[config.mk]
export PLATFORM = sky130hd
export DESIGN_NAME = tx_src_arbiter
export DESIGN_NICKNAME = d
export VERILOG_FILES = /design/src/rtl/tx_src_arbiter.sv
export SDC_FILE = /design/constraint.sdc
export NUM_CORES = 1
export LEC_CHECK = 0
export CAP_MARGIN = 20
export CORE_ASPECT_RATIO = 0.75
export CORE_UTILIZATION = 40
export CTS_CLUSTER_SIZE = 20
export DETAILED_ROUTE_END_ITERATION = 10
export MAX_ROUTING_LAYER = met4
export PLACE_DENSITY = 0.75
export SETUP_SLACK_MARGIN = 0.3
export SLEW_MARGIN = 40
export SYNTH_ARGS = -nofsm -noshare
export SYNTH_HDL_FRONTEND = slang
export SYNTH_SLANG_ARGS = --single-unit
[constraint.sdc]
create_clock -name clk -period 1.92 [get_ports clk]
set_input_delay 0.384 -clock clk [delete_from_list [all_inputs] [get_ports clk]]
set_output_delay 0.384 -clock clk [all_outputs]
set_load 0.005 [all_outputs]
[src/rtl/tx_src_arbiter.sv]
// Round-robin arbiter sharing the TX FIFO write port between the CPU write buffer
// and a DMA byte stream, with bounded bursts per grant and a running byte count.
module tx_src_arbiter #(
  parameter int BURST_MAX = 4,
  parameter int CNT_W     = 16
) (
  input  logic             clk,
  input  logic             reset,
  input  logic             enable,
  input  logic             cpu_empty,
  input  logic             cpu_wr,
  input  logic [7:0]       cpu_q,
  output logic             cpu_has_space,
  input  logic             dma_valid,
  input  logic [7:0]       dma_data,
  output logic             dma_ready,
  input  logic             fifo_full,
  output logic             fifo_wr,
  output logic [7:0]       fifo_wdata,
  input  logic             cnt_clr,
  output logic [CNT_W-1:0] tx_count,
  output logic             busy
);

  typedef enum logic [1:0] {
    IDLE,
    GRANT_CPU,
    GRANT_DMA
  } state_t;

  localparam logic [7:0] LAST_BEAT = 8'(BURST_MAX - 1);

  state_t     state;
  logic       last_dma;
  logic [7:0] beats;
  logic       cpu_xfer;
  logic       dma_xfer;

  // Handshakes are combinational so a byte is written in the same cycle it is accepted.
  always_comb begin
    cpu_has_space = (state == GRANT_CPU) && enable && !fifo_full;
    dma_ready     = (state == GRANT_DMA) && enable && !fifo_full;
    cpu_xfer      = cpu_has_space && !cpu_empty && !cpu_wr;
    dma_xfer      = dma_ready && dma_valid;
    fifo_wr       = cpu_xfer || dma_xfer;
    if (cpu_xfer)
      fifo_wdata = cpu_q;
    else if (dma_xfer)
      fifo_wdata = dma_data;
    else
      fifo_wdata = 8'h00;
  end

  assign busy = (state != IDLE);

  // Every grant returns through IDLE, giving the one-cycle bubble between bursts.
  always_ff @(posedge clk or posedge reset) begin
    if (reset) begin
      state    <= IDLE;
      last_dma <= 1'b1;
      beats    <= 8'd0;
    end else begin
      case (state)
        IDLE: begin
          if (enable) begin
            if (!cpu_empty && dma_valid) begin
              state <= last_dma ? GRANT_CPU : GRANT_DMA;
              beats <= 8'd0;
            end else if (!cpu_empty) begin
              state <= GRANT_CPU;
              beats <= 8'd0;
            end else if (dma_valid) begin
              state <= GRANT_DMA;
              beats <= 8'd0;
            end
          end
        end
        GRANT_CPU: begin
          if (!enable || (cpu_xfer && beats == LAST_BEAT) || (!cpu_xfer && cpu_empty)) begin
            state    <= IDLE;
            last_dma <= 1'b0;
          end else if (cpu_xfer) begin
            beats <= beats + 8'd1;
          end
        end
        GRANT_DMA: begin
          if (!enable || (dma_xfer && beats == LAST_BEAT) || (!dma_xfer && !dma_valid)) begin
            state    <= IDLE;
            last_dma <= 1'b1;
          end else if (dma_xfer) begin
            beats <= beats + 8'd1;
          end
        end
        default: state <= IDLE;
      endcase
    end
  end

  always_ff @(posedge clk or posedge reset) begin
    if (reset)
      tx_count <= '0;
    else if (cnt_clr)
      tx_count <= '0;
    else if (fifo_wr)
      tx_count <= tx_count + 1'b1;
  end

endmodule
==> run summary, run 1 <==
drt initial violations -> 80
slowest cell on the critical path -> dfrtp_1
leading cell type in the layout, fill and taps excluded -> buf_4
Pleak -> 0.00151 uW
met1 usage -> 32.9%
Layout Cells excl Fill -> 362
Least-Margin Pin Slew -> 0.366 ns
Final HPWL DP -> 3.32 mm
WP data required -> 2.11 ns
failing checks -> negative setup slack
Rows -> 20
root buffer cell -> clkbuf_8
number of warnings issued by yosys -> 0
largest net degree at the start of global routing -> 28
post-route minimum period -> 2.09 ns
wire per inst -> 15.2 um
Core Footprint -> 0.00405 mm2
number of nets in the layout -> 338
final setup margin -> -0.168 ns
power density cells -> 723 mW/mm2
start point of the critical path -> state[1]$_DFFE_PP0P_
share of layout cells above drive strength 1 -> 44.3%
die width -> 77.0 um
smallest hold slack -> 0.444 ns
RSZ-0062 raised after global routing -> yes
R2R Path Start -> state[1]$_DFFE_PP0P_
CP most frequent cell -> buf_6
Reg2Reg Depth -> 9
Vias/cell -> 5.10
Area growth syn-to-layout -> 85.6%
period utilization -> 109%
setup slack, reg-to-reg -> -0.17 ns
ANT cells -> 0
I/O pins -> 52
register area share after synthesis -> 40.1%
Placement Setup Slack -> -0.595 ns
global route hottest layer -> met2
met3 usage -> 3.46%
clk_lat worst skew -> 0.28 ns
Max-Cap Viols -> 0
H-tree lvl count -> 1
max incr delay on CP -> 0.42 ns
DR vias -> 1847
Post-synth top flop -> dfrtp_1
Setup crit start kind -> flip-flop
Starting Density -> 41.6%
Hold Crit Class -> input port to async pin
vias in the first global route -> 1721
gpl congestion -> 0.823
WL final -> 5.49 mm
first-pass GRT wire length -> 8.31 mm
# setup viols final -> 24
Final TNS setup -> -2.35 ns
Slew HR -> 75.5%
Crit. End Element -> flip-flop
Syn Inst Count -> 198
GR Overflow Total -> 0
CP arrival -> 2.28 ns
Mapped Nets -> 228
GR Util met2 -> 39.8%
Final ANT Viol Nets -> 0
Bufs on Longest Clock Path -> 2
FMAX -> 479 MHz
status -> finished, violations left
CTS sink cnt -> 27
mapped cell area -> 0.00169 mm2
iteration count of the initial detailed-routing pass -> 4
DIE AREA -> 0.00448 mm2
All-Layer GR Usage -> 24.3%
mean area per synthesized cell -> 8.52 um2
worst setup path class -> flip-flop to flip-flop
Worst VDD drop -> 0.000754 V
cts bufs inserted -> 3
cell breakdown of the critical path -> buf_6, ha_4, and4b_2, buf_6, buf_6, a2bb2oi_4, o2111ai_4, or2_4, o31ai_2
Synth Register Bits -> 27
count of cell types in the netlist -> 41
DR DRC count -> 0
clk_skew -> 0.00535 ns
IO buf count -> 51
Final Max Tran Viols -> 0
CTS tree -> built
Clock transition at path regs -> 0.10 ns
Die H -> 58.2 um
antenna violations before repair -> 0
commonest non-fill, non-tap cells in the layout -> 41 x buf_4, 32 x clkdlybuf4s50_1, 23 x nand2_1, 22 x dfrtp_1, 21 x nor2_1
ys async rst share -> 100%
final count of hold timing violations -> 0
Post-synth EDFFs -> 0
Reg2Reg Capture Point -> beats[4]$_DFFE_PP0P_
critical-path maximum fanout -> 7
dpl cells -> 330
==> synthesized netlist by cell type (3+ instances only) <==
library cell | instances | share of area (%)
a211oi_1 | 3 | 1.3
a21oi_1 | 3 | 0.89
clkbuf_1 | 3 | 0.67
dfrtp_1 | 26 | 39
ha_1 | 6 | 4.5
inv_1 | 12 | 2.7
nand2_1 | 31 | 6.9
nand3_1 | 12 | 3.6
nand4_1 | 4 | 1.5
nor2_1 | 24 | 5.3
nor3_1 | 5 | 1.5
nor4_1 | 3 | 1.1
o21ai_0 | 19 | 5.6
o31ai_1 | 4 | 1.8
xnor2_1 | 7 | 3.6
xor2_1 | 7 | 3.6
==> worst max-delay path by stage <==
stage | endpoint | cells after the start
6_report | beats[4]$_DFFE_PP0P_ | 9
5_1_grt | beats[5]$_DFFE_PP0P_ | 9
3_5_place_dp | fifo_wdata[0] | 6
3_3_place_gp | beats[5]$_DFFE_PP0P_ | 8
2_1_floorplan | beats[5]$_DFFE_PP0P_ | 9
4_1_cts | beats[4]$_DFFE_PP0P_ | 9
==> flip-flops by register name, indices dropped and copies added, names as in the netlist <==
signal and count:
beats 8, last_dma 1, state 2, tx_count 16
==> critical path, delay by kind of cell, from the launching register on <==
kind                     cells  cell delay [ns]
adder cells (fa/ha/maj)      1             0.13
AO/OA/AOI/OAI                3             0.51
flip-flops                   1             0.42
AND/OR/NAND/NOR              2             0.59
buffers and inverters        3             0.34
==> layer usage <==
layer | vias up | share of wire, %
li1 | 910 | -
met1 | 888 | 45
met2 | 43 | 51
met3 | 6 | 3.6
met4 | 0 | 1.1
met5 | - | 0
==> cells by family (layout without fill, tap and decap cells) <==
group                      count (synthesis)  in the layout  share of synthesized area, %
xor gates and xnor gates                  14             14                          7.27
AOI/OAI and AO/OA                         39             39                          16.3
and+or+nand+nor                           94             94                          26.9
adders and majority gates                  6              6                          4.45
DFF                                       27             27                          40.1
buffers and inverters                     18            127                          4.90
==> what timing repair did <==
| item | CTS | global route |
|---|---|---|
| pin swaps | 24 | 26 |
| setup buffers | 15 | 12 |
| endpoints found under the hold margin | 0 | 0 |
| hold buffers | 0 | 0 |
| endpoints found under the setup margin | 43 | 49 |
| resized for setup | 98 | 39 |
| cloned | 1 | 0 |
==> through the flow <==
| stage | total power [uW] | utilization (%) | area [um2] |
|---|---|---|---|
| after floorplan | 1170 | - | 1870 |
| after global placement | 1480 | 65.2 | 2640 |
| after detailed placement | 1490 | 65.2 | 2640 |
| after CTS | 2090 | 72.1 | 2920 |
| after global routing | 2400 | 77.2 | 3130 |
| final | 2260 | 77.2 | 3130 |
==> power by group <==
group          internal [uW]  switching [uW]
clock                    148             194
sequential               623            42.5
combinational            693             563
==> layout make-up <==
class                   count  area (um2)
flip-flops and latches     27         682
multi-input cells         153        1260
well taps                  55        68.8
clock buffers               3        41.3
inverters                  12        55.1
fillers                   271         923
repair buffers            111        1020
clock inverters             1        7.51
No activity file was read; power rests on OpenSTA's default activity.
==> run 2, diff against run 1 <==
Settings changed: CAP_MARGIN 20 to unset, SLEW_MARGIN 40 to unset.
==> results of run 2 <==
Same layout as run 1: the final DEF is identical, and so are final timing and power.
